File: config.mk
export PLATFORM = sky130hd
export DESIGN_NAME = reg_transfer_sequencer_flat
export DESIGN_NICKNAME = d
export VERILOG_FILES = /design/src/rtl/reg_transfer_sequencer_if.sv /design/src/rtl/reg_transfer_sequencer.sv /design/src/flat_wrapper.sv
export SDC_FILE = /design/constraint.sdc
export NUM_CORES = 1
export LEC_CHECK = 0
export BUFFER_PORTS_ARGS = -buffer_cell sky130_fd_sc_hd__buf_2
export CORE_MARGIN = 8
export CORE_UTILIZATION = 52
export CTS_CLUSTER_SIZE = 24
export DETAILED_ROUTE_END_ITERATION = 7
export PLACE_DENSITY = 0.85
export REMOVE_ABC_BUFFERS = 1
export SLEW_MARGIN = 30
export SYNTH_ARGS = -nofsm -noshare
export SYNTH_HDL_FRONTEND = slang
export SYNTH_SLANG_ARGS = --single-unit
File: constraint.sdc
create_clock -name clock -period 3.15 [get_ports clock]
set_input_delay 0.63 -clock clock [delete_from_list [all_inputs] [get_ports clock]]
set_output_delay 0.63 -clock clock [all_outputs]
set_load 0.005 [all_outputs]
File: src/rtl/reg_transfer_sequencer_if.sv
// Instruction handshake and register-file bus between the sequencer and
// its neighbours.
//
// Handshake: an instruction transfers on a rising clock edge where
// instr_valid and instr_ready are both high. The source holds instr_op,
// instr_rd, instr_rs and instr_imm stable while instr_valid is high and
// may only drop instr_valid after the transfer edge. The sequencer raises
// instr_ready only while idle and never depends on instr_valid to do so.
interface reg_transfer_sequencer_if #(
  parameter int WIDTH = 16
);
  logic             instr_valid;
  logic             instr_ready;
  logic [1:0]       instr_op;
  logic [1:0]       instr_rd;
  logic [1:0]       instr_rs;
  logic [WIDTH-1:0] instr_imm;
  logic [WIDTH-1:0] bus_in;
  logic [WIDTH-1:0] bus_out;
  logic [3:0]       reg_enable_read;
  logic [3:0]       reg_enable_out;

  // Environment side: issues instructions and models the register file.
  modport master (
    output instr_valid, instr_op, instr_rd, instr_rs, instr_imm, bus_in,
    input  instr_ready, bus_out, reg_enable_read, reg_enable_out
  );

  // Sequencer side.
  modport slave (
    input  instr_valid, instr_op, instr_rd, instr_rs, instr_imm, bus_in,
    output instr_ready, bus_out, reg_enable_read, reg_enable_out
  );
endinterface

File: src/rtl/reg_transfer_sequencer.sv
// Multi-cycle sequencer in front of a four-entry register file. Accepts
// MOV / LDI / ADD / SUB, reads operands over the register file's
// registered output bus (two cycles per read), then writes the result
// back in a single WB cycle. Keeps zero/carry flags for ADD/SUB.
module reg_transfer_sequencer #(
  parameter int WIDTH = 16
) (
  input  logic                  clock,
  input  logic                  reset,
  reg_transfer_sequencer_if.slave bus,
  output logic                  busy,
  output logic                  done,
  output logic                  flag_zero,
  output logic                  flag_carry,
  output logic [2:0]            dbg_state
);

  typedef enum logic [2:0] {
    S_IDLE = 3'd0,
    S_RDA1 = 3'd1,
    S_RDA2 = 3'd2,
    S_RDB1 = 3'd3,
    S_RDB2 = 3'd4,
    S_WB   = 3'd5
  } state_t;

  localparam logic [1:0] OP_MOV = 2'b00;
  localparam logic [1:0] OP_LDI = 2'b01;
  localparam logic [1:0] OP_ADD = 2'b10;
  localparam logic [1:0] OP_SUB = 2'b11;

  state_t           state_q, state_d;
  logic [1:0]       op_q, op_d;
  logic [1:0]       rd_q, rd_d;
  logic [1:0]       rs_q, rs_d;
  logic [WIDTH-1:0] imm_q, imm_d;
  logic [WIDTH-1:0] opa_q, opa_d;
  logic [WIDTH-1:0] opb_q, opb_d;
  logic             flag_zero_q, flag_zero_d;
  logic             flag_carry_q, flag_carry_d;

  logic [WIDTH:0]   sum_ext;
  logic [WIDTH:0]   diff_ext;
  logic [WIDTH-1:0] result;
  logic             result_carry;

  function automatic logic [3:0] onehot(input logic [1:0] idx);
    logic [3:0] v;
    v = 4'b0000;
    v[idx] = 1'b1;
    return v;
  endfunction

  // Result and carry/borrow from the latched operands; the extra top bit of
  // the widened subtraction is the borrow (set exactly when opA < opB).
  always_comb begin
    sum_ext      = {1'b0, opa_q} + {1'b0, opb_q};
    diff_ext     = {1'b0, opa_q} - {1'b0, opb_q};
    result       = '0;
    result_carry = 1'b0;
    case (op_q)
      OP_LDI: result = imm_q;
      OP_MOV: result = opb_q;
      OP_ADD: begin
        result       = sum_ext[WIDTH-1:0];
        result_carry = sum_ext[WIDTH];
      end
      OP_SUB: begin
        result       = diff_ext[WIDTH-1:0];
        result_carry = diff_ext[WIDTH];
      end
      default: result = '0;
    endcase
  end

  // Next-state, instruction latch, operand capture and flag update.
  always_comb begin
    state_d      = state_q;
    op_d         = op_q;
    rd_d         = rd_q;
    rs_d         = rs_q;
    imm_d        = imm_q;
    opa_d        = opa_q;
    opb_d        = opb_q;
    flag_zero_d  = flag_zero_q;
    flag_carry_d = flag_carry_q;
    case (state_q)
      S_IDLE: begin
        if (bus.instr_valid) begin
          op_d  = bus.instr_op;
          rd_d  = bus.instr_rd;
          rs_d  = bus.instr_rs;
          imm_d = bus.instr_imm;
          case (bus.instr_op)
            OP_LDI:  state_d = S_WB;
            OP_MOV:  state_d = S_RDB1;
            default: state_d = S_RDA1;
          endcase
        end
      end
      S_RDA1: state_d = S_RDA2;
      S_RDA2: begin
        opa_d   = bus.bus_in;
        state_d = S_RDB1;
      end
      S_RDB1: state_d = S_RDB2;
      S_RDB2: begin
        opb_d   = bus.bus_in;
        state_d = S_WB;
      end
      S_WB: begin
        // op[1] marks the arithmetic ops; MOV/LDI keep the old flags.
        if (op_q[1]) begin
          flag_zero_d  = (result == '0);
          flag_carry_d = result_carry;
        end
        state_d = S_IDLE;
      end
      default: state_d = S_IDLE;
    endcase
  end

  // State and datapath registers with synchronous active-low reset.
  always_ff @(posedge clock) begin
    if (!reset) begin
      state_q      <= S_IDLE;
      op_q         <= '0;
      rd_q         <= '0;
      rs_q         <= '0;
      imm_q        <= '0;
      opa_q        <= '0;
      opb_q        <= '0;
      flag_zero_q  <= 1'b0;
      flag_carry_q <= 1'b0;
    end else begin
      state_q      <= state_d;
      op_q         <= op_d;
      rd_q         <= rd_d;
      rs_q         <= rs_d;
      imm_q        <= imm_d;
      opa_q        <= opa_d;
      opb_q        <= opb_d;
      flag_zero_q  <= flag_zero_d;
      flag_carry_q <= flag_carry_d;
    end
  end

  // Register-file enables and write data, decoded from state and latched
  // indices only so at most one output enable is ever set.
  always_comb begin
    bus.reg_enable_out  = 4'b0000;
    bus.reg_enable_read = 4'b0000;
    bus.bus_out         = '0;
    case (state_q)
      S_RDA1, S_RDA2: bus.reg_enable_out = onehot(rd_q);
      S_RDB1, S_RDB2: bus.reg_enable_out = onehot(rs_q);
      S_WB: begin
        bus.reg_enable_read = onehot(rd_q);
        bus.bus_out         = result;
      end
      default: bus.reg_enable_out = 4'b0000;
    endcase
  end

  assign bus.instr_ready = (state_q == S_IDLE);
  assign busy            = (state_q != S_IDLE);
  assign done            = (state_q == S_WB);
  assign flag_zero       = flag_zero_q;
  assign flag_carry      = flag_carry_q;
  assign dbg_state       = state_q;

endmodule
File: src/flat_wrapper.sv
// flat-port wrapper written by rule: the top's interface ports become plain ports
module reg_transfer_sequencer_flat 
#(
  parameter int WIDTH = 16
)
  (clock, reset, busy, done, flag_zero, flag_carry, dbg_state, bus_instr_valid, bus_instr_op, bus_instr_rd, bus_instr_rs, bus_instr_imm, bus_bus_in, bus_instr_ready, bus_bus_out, bus_reg_enable_read, bus_reg_enable_out);
  reg_transfer_sequencer_if #(.WIDTH(WIDTH)) bus_i ();
  input  logic clock;
  input  logic reset;
  output logic busy;
  output logic done;
  output logic flag_zero;
  output logic flag_carry;
  output logic [2:0] dbg_state;
  input wire logic [$bits(bus_i.instr_valid)-1:0] bus_instr_valid;
  input wire logic [$bits(bus_i.instr_op)-1:0] bus_instr_op;
  input wire logic [$bits(bus_i.instr_rd)-1:0] bus_instr_rd;
  input wire logic [$bits(bus_i.instr_rs)-1:0] bus_instr_rs;
  input wire logic [$bits(bus_i.instr_imm)-1:0] bus_instr_imm;
  input wire logic [$bits(bus_i.bus_in)-1:0] bus_bus_in;
  output wire logic [$bits(bus_i.instr_ready)-1:0] bus_instr_ready;
  output wire logic [$bits(bus_i.bus_out)-1:0] bus_bus_out;
  output wire logic [$bits(bus_i.reg_enable_read)-1:0] bus_reg_enable_read;
  output wire logic [$bits(bus_i.reg_enable_out)-1:0] bus_reg_enable_out;
  assign bus_i.instr_valid = bus_instr_valid;
  assign bus_i.instr_op = bus_instr_op;
  assign bus_i.instr_rd = bus_instr_rd;
  assign bus_i.instr_rs = bus_instr_rs;
  assign bus_i.instr_imm = bus_instr_imm;
  assign bus_i.bus_in = bus_bus_in;
  assign bus_instr_ready = bus_i.instr_ready;
  assign bus_bus_out = bus_i.bus_out;
  assign bus_reg_enable_read = bus_i.reg_enable_read;
  assign bus_reg_enable_out = bus_i.reg_enable_out;
  reg_transfer_sequencer #(.WIDTH(WIDTH)) u_core (.clock(clock), .reset(reset), .bus(bus_i), .busy(busy), .done(done), .flag_zero(flag_zero), .flag_carry(flag_carry), .dbg_state(dbg_state));
endmodule
Word level (Yosys, flattened, before mapping)
Cells that the tools add are included.
- register bits after elaboration: 59
- bits in latches: 0
- memory bits (writable): 0
- ROM bits: 0
- output and inout port bits: 32
- logic and storage cells: 48
- memories: 0
- $add $sub $neg: 2
- multiply operators: 0
- divide/modulo/power cells: 0
- magnitude comparators: 4
- equality and inequality tests: 10
- shifts and indexed selects: 0
- mux-type cells: 12
- bitwise operators: 0
- reductions and logical operators: 11
- operators by type and width (operator ; count):
    $pmux 16 s4 ; 1
    $add 16x16->17 ; 1
    $sub 16x16->17 ; 1
    $logic_not 16->1 ; 1
    $mux 16 ; 1
    $pmux 3 s5 ; 1
    $pmux 4 s2 ; 1
    $eq 3x2->1 const B ; 2
    $eq 3x3->1 const B ; 2
    $lt 2x3->1 const B ; 2
    $pmux 3 s2 ; 1
    $demux 1 s2 ; 2
    $eq 2x1->1 const B ; 2
    $eq 2x2->1 const B ; 2
    $ge 2x1->1 const B ; 2
    $logic_not 2->1 ; 2
    $mux 4 ; 1
    $reduce_and 2->1 ; 2
    $reduce_or 2->1 ; 2
    $eq 3x1->1 const B ; 1
    $logic_not 3->1 ; 1
    $mux 3 ; 1
    $reduce_bool 3->1 ; 1
    $logic_and 1x1->1 ; 2
    3 further kinds ; 4

Logic depth before layout (Yosys ltp)
Gate-level depths: netlist (run 1).
- depth in word-level cells: 5
- mapped depth: 12
- depth with buffers taken out: 12

Worst setup path after synthesis (run 1)
No wires, ideal clock.
- kind: flip-flop to output port
- start point: register u_core.opb_q[0]
- end point: output bus_bus_out[10]
- data arrival time: 2426 ps
- slack: 94 ps
- cell stages (with the launch flop): 11
- buffers on the path: 0
- cell sequence: dfxtp_1 ha_1 inv_1 fa_1 nor3_2 o311a_1 o21bai_1 mux2_4 a2111oi_4 a221oi_1 and2_1
- longest elaborated chain between the ends: 3
- ends and longest elaborated chain (element ; RTL line ; source):
    start: declaration ; reg_transfer_sequencer.sv:38 ; logic [WIDTH-1:0] opb_q, opb_d;
    start signal: assignment ; reg_transfer_sequencer.sv:142 ; opb_q <= opb_d;
    $sub 16x16->17 or $add 16x16->17 (tied branches) ; reg_transfer_sequencer.sv:58, reg_transfer_sequencer.sv:57 ;
    $pmux 16 s4 * ; reg_transfer_sequencer.sv:61 ; case (op_q)
    $mux 16 * ; reg_transfer_sequencer.sv:154 ; case (state_q)
    end: declaration ; flat_wrapper.sv:22 ; output wire logic [$bits(bus_i.bus_out)-1:0] bus_bus_out;
Mark *: on every way between the ends. The rest lies on a longest branch, timed or not.

Worst setup path in the final report (run 1)
- start point: register u_core.opb_q[4]
- end point: output bus_bus_out[15]
Same word-level chain as after synthesis.

==> results of run 1 <==
==> final timing paths <==
path                                      start                to  slack, ns
worst max-delay path            u_core.opb_q[4]   bus_bus_out[15]      -0.49
worst min-delay path            u_core.imm_q[0]   u_core.imm_q[0]       0.47
worst max register to register  u_core.opa_q[0]  u_core.flag_zero      -0.01
worst min register to register  u_core.imm_q[0]   u_core.imm_q[0]       0.47
==> power groups by stage <==
stage	combinational, W	clock, W	sequential, W
after detailed placement	0.000858	0	0.000878
after global placement	0.000835	0	0.000872
final	0.00110	0.000909	0.000871
after global routing	0.00117	0.000938	0.000878
after CTS	0.000984	0.000900	0.000865
after floorplan	0.000512	0	0.000879
==> kinds of logic after synthesis <==
kind of cell             count (synthesis)  synth area share
flip-flops                              59             0.253
AO/OA/AOI/OAI                          193             0.305
AND/OR/NAND/NOR                        259             0.251
buffers and inverters                   76            0.0649
multiplexers                             5            0.0145
XOR/XNOR                                 8            0.0150
adder cells (fa/ha/maj)                 35            0.0971
==> what timing repair did <==
| action | 4_1_cts | 5_1_grt |
|---|---|---|
| buffers inserted | 11 | 3 |
| setup endpoints to repair | 13 | 14 |
| endpoints found under the hold margin | 0 | 0 |
| pin swaps | 33 | 25 |
| resized for setup | 71 | 28 |
| gates cloned | 0 | 0 |
==> placed cells by master, fill, tap and decap left out, types with 5 or more instances in the layout <==
cell type	netlist	final
sky130_fd_sc_hd__a211oi_1	12	10
sky130_fd_sc_hd__a21boi_0	55	55
sky130_fd_sc_hd__a21o_1	5	5
sky130_fd_sc_hd__a21oi_1	26	22
sky130_fd_sc_hd__a31oi_1	8	5
sky130_fd_sc_hd__and2_1	7	7
sky130_fd_sc_hd__buf_2	8	72
sky130_fd_sc_hd__buf_4	0	67
sky130_fd_sc_hd__buf_6	1	6
sky130_fd_sc_hd__clkbuf_8	0	10
sky130_fd_sc_hd__dfxtp_1	59	48
sky130_fd_sc_hd__dfxtp_2	0	8
sky130_fd_sc_hd__ha_1	33	20
sky130_fd_sc_hd__ha_2	0	5
sky130_fd_sc_hd__ha_4	0	8
sky130_fd_sc_hd__inv_1	34	28
sky130_fd_sc_hd__inv_2	1	6
sky130_fd_sc_hd__nand2_1	136	136
sky130_fd_sc_hd__nand2b_1	9	8
sky130_fd_sc_hd__nand3_1	10	10
sky130_fd_sc_hd__nor2_1	46	46
sky130_fd_sc_hd__nor2b_1	8	5
sky130_fd_sc_hd__nor3_1	12	9
sky130_fd_sc_hd__o21ai_0	27	21
sky130_fd_sc_hd__xnor2_1	8	8
==> stage by stage <==
step,hold WS [ns],instances,utilization
after floorplan,0.439,594,-
after global placement,0.451,835,0.627
after detailed placement,0.458,835,0.627
after CTS,0.468,861,0.700
after global routing,0.493,864,0.716
final,0.466,864,0.716
==> flip-flops by register name, indices dropped and copies added (netlist names) <==
register,cells
u_core.flag_carry,1
u_core.opa_q,16
u_core.dbg_state,3
u_core.flag_zero,1
u_core.op_q,2
u_core.opb_q,16
u_core.rd_q,2
u_core.imm_q,16
u_core.rs_q,2
==> worst max-delay path: stages, from the launching register on <==
cell and delay, ns:
sky130_fd_sc_hd__dfxtp_2 0.37, sky130_fd_sc_hd__inv_2 0.06, sky130_fd_sc_hd__ha_4 0.26, sky130_fd_sc_hd__buf_4 0.19
sky130_fd_sc_hd__nor2_1 0.08, sky130_fd_sc_hd__nor2_1 0.17, sky130_fd_sc_hd__o21ai_2 0.12, sky130_fd_sc_hd__buf_4 0.15
sky130_fd_sc_hd__or3_1 0.35, sky130_fd_sc_hd__o2bb2ai_1 0.14, sky130_fd_sc_hd__xnor2_1 0.17, sky130_fd_sc_hd__nand3_1 0.13
sky130_fd_sc_hd__a22oi_2 0.20, sky130_fd_sc_hd__and2_1 0.14, sky130_fd_sc_hd__buf_2 0.11
==> per-layer routing <==
| metal | track usage | vias to the layer above | part of all wire |
|---|---|---|---|
| li1 | - | 2450 | - |
| met3 | 0.0714 | 136 | 0.11 |
| met4 | 0.167 | 0 | 0.071 |
| met1 | 0.313 | 2516 | 0.37 |
| met2 | 0.432 | 406 | 0.45 |
| met5 | 0 | - | 0 |
==> layout make-up <==
type	count	area, um2	area share
repair buffers	146	951	0.152
flip-flops and latches	59	1200	0.193
multi-input cells	500	3570	0.572
inverters	35	134	0.0215
clock inverters	6	113	0.0180
well taps	108	135	0.0217
clock buffers	10	138	0.0221
==> results_dict.tcl, run 1 <==
set metrics [dict create \
    grt_pass1_vias 5444 \
    cts.hold.buffers_added 0 \
    status "finished with violations" \
    setup-tns-final_ns -2.96 \
    tightestPinTransition_ns 0.801 \
    final_cycle_utilization_of_the_critical_path 1.16 \
    postPlaceCellArea_um2 5470 \
    setup_viol 13 \
    design_power_total_w 0.00288 \
    synth.lib_cells_used.distinct 75 \
    skew_ns 0.0113 \
    reg2regPathDepth 14 \
    synth.top_cell.area_share 0.253 \
    clk_root_buffer_cell "sky130_fd_sc_hd__clkbuf_8" \
    design.die.area_um2 12300 \
    synth.yosys.seq_area_share 0.253 \
    antenna_cells 0 \
    power_per_cell_area_nw_per_um2 462 \
    postSynthCellCount 635 \
    layout.cell_area.non_filler_um2 6240 \
    clock_latency_ns 0.35 \
    drt-vias-per-instance 6.38 \
    synthArstFlopShare 0 \
    place_hpwl_um 11000 \
    globalRouteTotalUtil 0.269 \
    leakage_nw 2.63 \
    netlist_top_cells_area "sky130_fd_sc_hd__dfxtp_1, sky130_fd_sc_hd__nand2_1, sky130_fd_sc_hd__a21boi_0" \
    synth-warning-count 0 \
    grt_pass1_wl_um 27600 \
    critical_path_arrival_ns 3.01 \
    maximum_clock_path_buffer_count 2 \
    period_needed_ns 3.64 \
    clk_pin_slew_worst_paths_ns 0.08 \
    drt_iter0_drc 557 \
    netlist_area_um2 4670 \
    global_route.overflow_total 0 \
    core_um2 8720 \
    num_vias 5508 \
    pwr-share-comb 0.382 \
    post-place-ws_ns -0.223 \
    wl_per_cell_um 20.8 \
    cts_buffers 9 \
    part_of_the_power_in_the_clock_network 0.315 \
    p_switching_w 0.00104 \
    rsz0062_at_grt "true" \
    htree_levels 3 \
    sw_frac_of_total 0.361 \
    antenna_found_initial 0 \
    first_pass_iters 6 \
    gp_routability_congestion 0.963 \
    synth-edff-count 0 \
    area.growth.synth_to_final_pct 33.7 \
    whs_path_depth 2 \
    netlist_top_cells_count "sky130_fd_sc_hd__nand2_1, sky130_fd_sc_hd__dfxtp_1, sky130_fd_sc_hd__a21boi_0, sky130_fd_sc_hd__nor2_1, sky130_fd_sc_hd__inv_1" \
    drt_wl_total_um 18000 \
    nNetsFinal 827 \
    ys_seq_elements 59 \
    failing_checks "negative setup slack" \
    drv.max_cap_violation_count 0 \
    tritoncts_num_sinks 59 \
    relSlewSlack 0.465 \
    synth_area_leader_cell "sky130_fd_sc_hd__dfxtp_1" \
    tritoncts "done" \
    design.portCount 73 \
    worst_hold_path_type "reg2reg" \
    maximum_fanout_encountered_on_the_critical_timing_path 9 \
    num_rows 34 \
    drive_above_1_share 0.336 \
    max_clock_freq_ghz 0.275 \
    worstPathRequired_ns 2.52 \
    irDropWorstVdd_uv 426 \
    n_fill_cell 605 \
    chipWidth_um 111 \
    io_buffer_count 72 \
    count_of_final_max_slew_check_failures 0 \
    hold_violations 0 \
    syn_avg_cell_area_um2 7.35 \
    share_seq_of_total_power 0.302 \
    initial_core_util 0.535 \
    maximum_number_of_pins_on_one_net_before_global_route_repair 58 \
    cell_with_the_most_instances_after_synthesis "sky130_fd_sc_hd__nand2_1" \
    internal_power_w 0.00184 \
    endpoint_kind "primary output" \
    synthFlopType "sky130_fd_sc_hd__dfxtp_1" \
    startpoint_type "register" \
    route.antenna.remaining_nets 0 \
    final.setup.worst_slack_ns -0.491 \
    die_height_um 111 \
    worstSetupPathType "reg2out" \
    drc 0 \
]
(Power assumes the default switching activity.)
==> inputs of run 2 (changes only) <==
Settings changed: ABC_AREA set to 1.
==> run 2 against run 1 <==
The flow now finishes without violations. Wire length down 21%. Register-to-register slack better by 0.62 ns. Worst setup slack better by 0.61 ns. Die area down 1.8%. Area after synthesis down 2.1%. First-iteration DRC count down 18%. Clock power down 29%. Flip-flop and latch count unchanged. Combinational power up 34%. Clock skew down 0.0011 ns. Via count down 5.6%. Count of clock-buffer cells in the layout down 1. Critical path type unchanged. Largest power group unchanged.
==> results_dict.tcl, run 2 <==
set metrics [dict create \
    design.die.area_um2 12000 \
    worstSetupPathType "reg2out" \
    first_pass_iters 5 \
    final_cell_mix "sky130_fd_sc_hd__nand2_1, sky130_fd_sc_hd__inv_1, sky130_fd_sc_hd__nor2_1, sky130_fd_sc_hd__nand3_1, sky130_fd_sc_hd__buf_2" \
    wl_per_cell_um 15.3 \
    critPathBufInv 4 \
    tritoncts "done" \
    tritoncts_num_sinks 59 \
    global_route.overflow_total 0 \
    layout.core_utilization 0.627 \
    routed.top_layer "met4" \
    hold_violations 0 \
    leakage_nw 2.74 \
    period_needed_ns 3.03 \
    n_fill_cell 792 \
    cpPeakStageDelay_ns 0.35 \
    crit_path_cell_trace "inv_1, ha_1, fa_2, inv_2, nand3_2, nand2_2, nand3_1, nand2_1, a21oi_1, nand2_1, nand3_1, nand4_1, inv_1, nor2_1, buf_2" \
    met3WireLength_um 1200 \
    power_per_cell_area_nw_per_um2 562 \
    io_buffer_count 72 \
    worstPathRequired_ns 2.52 \
    grt_pass1_wl_um 22700 \
    count_of_final_max_slew_check_failures 0 \
    area.growth.synth_to_final_pct 18.5 \
    fin_worst_hold_slack_ns 0.457 \
    netlist_top_cells_area "sky130_fd_sc_hd__dfxtp_1, sky130_fd_sc_hd__nand2_1, sky130_fd_sc_hd__nand3_1" \
    final_cell_count_no_fill 933 \
    irDropWorstVdd_uv 298 \
    synth.lib_cells_used.distinct 31 \
    drive_above_1_share 0.202 \
    antenna_cells 0 \
    ys_seq_elements 59 \
    worst_hold_path_type "reg2reg" \
    drv.max_cap_violation_count 0 \
    cell_with_the_most_instances_after_synthesis "sky130_fd_sc_hd__nand2_1" \
    final_cycle_utilization_of_the_critical_path 0.961 \
    rsz0062_at_grt "true" \
    antenna_found_initial 0 \
    globalRouteTotalUtil 0.234 \
    netlist_top_cells_count "sky130_fd_sc_hd__nand2_1, sky130_fd_sc_hd__inv_1, sky130_fd_sc_hd__nand3_1, sky130_fd_sc_hd__nor2_1, sky130_fd_sc_hd__o21ai_0" \
    initial_core_util 0.529 \
    drt_iter0_drc 458 \
    num_rows 34 \
    clock_latency_ns 0.35 \
    syn_avg_cell_area_um2 6.03 \
    max_clock_freq_ghz 0.330 \
    place_hpwl_um 10300 \
    layout_commonest_cell "sky130_fd_sc_hd__nand2_1" \
    setup_viol 0 \
    htree_levels 3 \
    netlist_area_um2 4570 \
    die_height_um 110 \
    startpoint_type "register" \
    tightestPinTransition_ns 0.691 \
    maximum_clock_path_buffer_count 2 \
    setup-tns-final_ns 0 \
    cts_buffers 9 \
    grt_pass1_vias 4941 \
    placedCellCount 913 \
    endpoint_kind "primary output" \
    relSlewSlack 0.536 \
    nNetsFinal 896 \
    largest_registers "u_core.imm_q: 16 flops, u_core.opa_q: 16 flops, u_core.opb_q: 16 flops" \
    status "completed" \
    chipWidth_um 110 \
    clk_pin_slew_worst_paths_ns 0.07 \
    synthArstFlopShare 0 \
    design.portCount 73 \
    maximum_fanout_encountered_on_the_critical_timing_path 3 \
    path_delay_family "simple AND/OR/NAND/NOR gates" \
    drt_wl_total_um 14200 \
    postSynthCellCount 758 \
    crit_path_top_delay_cell "sky130_fd_sc_hd__fa_2" \
    design_power_total_w 0.00304 \
    cts.hold.buffers_added 0 \
    clk_root_buffer_cell "sky130_fd_sc_hd__clkbuf_8" \
    maximum_number_of_pins_on_one_net_before_global_route_repair 40 \
    route.antenna.remaining_nets 0 \
    synth.yosys.seq_area_share 0.259 \
    num_vias 5202 \
    wirelength_met1_um 6200 \
    synth.top_cell.area_share 0.259 \
    synth-warning-count 0 \
    drc 0 \
    gp_routability_congestion 0.995 \
    core_um2 8640 \
    drt-vias-per-instance 5.58 \
    synth_area_leader_cell "sky130_fd_sc_hd__dfxtp_1" \
    synth-edff-count 0 \
    synthFlopType "sky130_fd_sc_hd__dfxtp_1" \
    skew_ns 0.0103 \
    critical_path_arrival_ns 2.40 \
    met2_wirelength_um 6390 \
]
[run 2: changes by cell type in the layout (fill, tap and decap cells not counted), moves of 12 or more]
cell                       before  now
sky130_fd_sc_hd__a21boi_0      55    0
sky130_fd_sc_hd__nand2_1      136  154
sky130_fd_sc_hd__nand3_1       10   78
sky130_fd_sc_hd__buf_4         67    9
sky130_fd_sc_hd__inv_2          6   18
sky130_fd_sc_hd__inv_1         28   96
sky130_fd_sc_hd__o21ai_0       21   71
sky130_fd_sc_hd__a21oi_1       22   59
sky130_fd_sc_hd__nor2_1        46   83
[run 2: per-stage QoR]
| step | setup WS (ns) | area (um2) |
|---|---|---|
| final | 0.124 | 5410 |
| after global routing | -0.0641 | 5410 |
| after CTS | 0.00745 | 5150 |
| after detailed placement | 0.322 | 4970 |
| after global placement | 0.368 | 4970 |
| after floorplan | 0.725 | 4440 |
[run 2: cell type report]
| cell class | instances | area [um2] | area share |
|---|---|---|---|
| multi-input cells | 553 | 3050 | 0.564 |
| clock buffers | 9 | 124 | 0.0229 |
| inverters | 116 | 435 | 0.0804 |
| flip-flops and latches | 59 | 1190 | 0.219 |
| repair buffers | 81 | 428 | 0.0790 |
| well taps | 108 | 135 | 0.0250 |
| clock inverters | 7 | 52.6 | 0.00971 |
[run 2: tightest hold or removal path: stages, from the launching register on]
cell and delay, ns:
sky130_fd_sc_hd__dfxtp_1 0.30, sky130_fd_sc_hd__inv_1 0.06, sky130_fd_sc_hd__a21oi_1 0.06
[run 2: what timing repair did]
| action | 4_1_cts | 5_1_grt |
|---|---|---|
| setup buffers | 0 | 4 |
| cloned | 0 | 0 |
| endpoints found under the setup margin | 2 | 10 |
| gates resized for setup | 4 | 52 |
| pin swaps | 0 | 6 |
[run 2: logic make-up (layout without fill, tap and decap cells)]
group,Yosys count,in the layout,share of synthesized area
AOI/OAI and AO/OA,154,154,0.180
buffers and inverters,146,213,0.124
and+or+nand+nor,364,364,0.338
adders and majority gates,35,35,0.0992
DFF,59,59,0.259
[run 2: path summary, 6_finish.rpt]
check,startpoint,end,slack [ns],cells past startpoint
worst max-delay path,u_core.opa_q[0],bus_bus_out[12],0.12,15
worst min-delay path,u_core.imm_q[7],u_core.imm_q[7],0.46,2
worst max register to register,u_core.op_q[0],u_core.flag_zero,0.61,14
worst min register to register,u_core.imm_q[7],u_core.imm_q[7],0.46,2
[run 2: metal layers]
metal  track usage  vias to the layer above
met3        0.0586                       46
met5             0                        -
met2         0.378                      265
met4        0.0955                        0
li1              -                     2577
met1         0.292                     2314
[run 2: power by group]
part,internal (W),total (W),leakage [nW],switching (W)
combinational,0.000512,0.00147,2.17,0.000961
sequential,0.000839,0.000926,0.485,0.0000868
clock,0.000288,0.000642,0.0783,0.000353
total,0.00164,0.00304,2.74,0.00140
==> inputs of run 3 (changes only) <==
Settings changed: RECOVER_POWER set to 100.
==> run 3 against run 2 <==
Wire length decreased by 0.37%. Count of clock-buffer cells in the layout unchanged. Global-route usage unchanged. Sequential share of layout area increased by 0.097 points. Worst setup slack improved by 0.0093 ns. Critical path depth decreased by 3. Clock skew decreased by 0.0040 ns. Sequential power about the same. Register-to-register slack about the same. Non-clock buffer count unchanged.
==> results_dict.tcl, run 3 (same netlist as run 2, synthesis figures left out) <==
set metrics [dict create \
    tightestPinTransition_ns 1.41 \
    layout.cell_area.non_filler_um2 5390 \
    hold_violations 0 \
    clock_latency_ns 0.35 \
    drive_above_1_share 0.182 \
    path_delay_family "compound AO/OA/AOI/OAI gates" \
    crit_path_top_delay_cell "sky130_fd_sc_hd__dfxtp_1" \
    antenna_cells 0 \
    drt-vias-per-instance 5.56 \
    setup-tns-final_ns 0 \
    first_pass_iters 5 \
    core_um2 8640 \
    globalRouteTotalUtil 0.234 \
    postPlaceCellArea_um2 4970 \
    p_switching_w 0.00140 \
    cpPeakStageDelay_ns 0.37 \
    maximum_clock_path_buffer_count 2 \
    drv.max_cap_violation_count 0 \
    setup_viol 0 \
    largest_registers "u_core.imm_q: 16 flops, u_core.opa_q: 16 flops, u_core.opb_q: 16 flops" \
    gp_routability_congestion 0.995 \
    final_cell_mix "sky130_fd_sc_hd__nand2_1, sky130_fd_sc_hd__inv_1, sky130_fd_sc_hd__nor2_1, sky130_fd_sc_hd__nand3_1, sky130_fd_sc_hd__o21ai_0" \
    period_needed_ns 3.02 \
    worstSetupPathType "reg2out" \
    maximum_fanout_encountered_on_the_critical_timing_path 9 \
    place_hpwl_um 10300 \
    irDropWorstVdd_uv 294 \
    drc 0 \
    status "completed" \
    num_rows 34 \
    htree_levels 3 \
    grt_pass1_wl_um 22700 \
    grt_pass1_vias 4941 \
    area.growth.synth_to_final_pct 18.0 \
    leakage_nw 2.68 \
    wl_per_cell_um 15.2 \
    drt_iter0_drc 462 \
    route.antenna.remaining_nets 0 \
    cts_buffers 9 \
    clk_pin_slew_worst_paths_ns 0.08 \
    global_route.overflow_total 0 \
    antenna_found_initial 0 \
    initial_core_util 0.529 \
    power_per_cell_area_nw_per_um2 562 \
    chipWidth_um 110 \
    count_of_final_max_slew_check_failures 0 \
    endpoint_kind "primary output" \
    share_seq_of_total_power 0.305 \
    drt_wl_total_um 14200 \
    die_height_um 110 \
    pwr-share-comb 0.484 \
    max_clock_freq_ghz 0.331 \
    tritoncts "done" \
    num_vias 5188 \
    crit_path_cell_trace "inv_1, ha_2, a21oi_1, o21ai_0, a21oi_1, nand2_2, nand2_1, nand3_2, nand3_2, nand2_2, nor2_1, buf_2" \
    internal_power_w 0.00163 \
    critPathBufInv 2 \
    critical_path_arrival_ns 2.39 \
    clk_root_buffer_cell "sky130_fd_sc_hd__clkbuf_8" \
    relSlewSlack 0.0608 \
    layout_commonest_cell "sky130_fd_sc_hd__nand2_1" \
    tritoncts_num_sinks 59 \
    maximum_number_of_pins_on_one_net_before_global_route_repair 40 \
    sw_frac_of_total 0.461 \
    worstPathRequired_ns 2.52 \
    startpoint_type "register" \
    skew_ns 0.00630 \
    final_cycle_utilization_of_the_critical_path 0.958 \
    io_buffer_count 72 \
    part_of_the_power_in_the_clock_network 0.211 \
    rsz0062_at_grt "true" \
    design.die.area_um2 12000 \
    design.portCount 73 \
    worst_hold_path_type "reg2reg" \
    nNetsFinal 896 \
]
-- run 3: cell count changes in the layout (fill, tap and decap cells not counted), sizes merged --
cell | before | now
buf | 81 | 66
clkbuf | 9 | 24
-- run 3: final cells by class --
| class | count | area (um2) |
|---|---|---|
| sequential | 59 | 1190 |
| clock buffer | 9 | 124 |
| inverter | 116 | 435 |
| timing repair buffer | 81 | 407 |
| fill | 806 | 3250 |
| tap | 108 | 135 |
| multi-input combinational | 553 | 3050 |
| clock inverter | 7 | 52.6 |
-- run 3: power by group through the flow --
stage          registers, W  logic [W]  clock network [W]
2_1_floorplan      0.000910   0.000941                  0
3_5_place_dp       0.000931    0.00128                  0
6_report           0.000926    0.00147           0.000638
3_3_place_gp       0.000929    0.00127                  0
5_1_grt            0.000935    0.00163           0.000678
4_1_cts            0.000915    0.00129           0.000641
-- run 3: per-layer routing --
metal | vias up | routed length (um) | global-route usage
met3 | 44 | 1200 | 0.0586
met4 | 0 | 475 | 0.0955
met5 | - | 0 | 0
met2 | 241 | 6370 | 0.378
li1 | 2583 | - | -
met1 | 2320 | 6130 | 0.292
-- run 3: worst reg2reg max path: stages, from the launching register on --
cell	delay, ns
sky130_fd_sc_hd__dfxtp_1	0.74
sky130_fd_sc_hd__nand2_2	0.18
sky130_fd_sc_hd__inv_2	0.32
sky130_fd_sc_hd__nand2_1	0.09
sky130_fd_sc_hd__nand2_1	0.08
sky130_fd_sc_hd__nand2_1	0.05
sky130_fd_sc_hd__o21ai_1	0.12
sky130_fd_sc_hd__nand3_1	0.10
sky130_fd_sc_hd__nor2_1	0.10
sky130_fd_sc_hd__nand3_1	0.13
sky130_fd_sc_hd__nor2_1	0.18
sky130_fd_sc_hd__nand3_1	0.11
sky130_fd_sc_hd__nor2_1	0.10
sky130_fd_sc_hd__nand2_1	0.06
sky130_fd_sc_hd__a21oi_1	0.11
-- run 3: through the flow --
| step | power (W) | setup WS, ns | instances | util | hold WS, ns |
|---|---|---|---|---|---|
| finish | 0.00303 | 0.133 | 933 | 0.624 | 0.457 |
| global route | 0.00324 | -0.0641 | 933 | 0.624 | 0.481 |
| CTS | 0.00285 | 0.00745 | 929 | 0.597 | 0.458 |
| detailed placement | 0.00221 | 0.322 | 913 | 0.576 | 0.448 |
| global placement | 0.00220 | 0.368 | 913 | 0.576 | 0.441 |
| floorplan | 0.00185 | 0.725 | 728 | - | 0.429 |
-- run 3: worst paths after layout --
path | start | cells past startpoint | to | slack, ns
hold reg to reg | u_core.imm_q[7] | 2 | u_core.imm_q[7] | 0.46
hold / removal | u_core.imm_q[7] | 2 | u_core.imm_q[7] | 0.46
setup / recovery | u_core.opb_q[11] | 12 | bus_bus_out[14] | 0.13
setup reg to reg | u_core.op_q[0] | 14 | u_core.flag_zero | 0.62
-- run 3: repair_timing --
item / in CTS / in global routing
endpoints found under the setup margin: 2 / 10
hold buffers: 0 / 0
gates resized for setup: 4 / 52
buffers inserted: 0 / 4
pin swaps: 0 / 6
hold endpoints to repair: 0 / 0
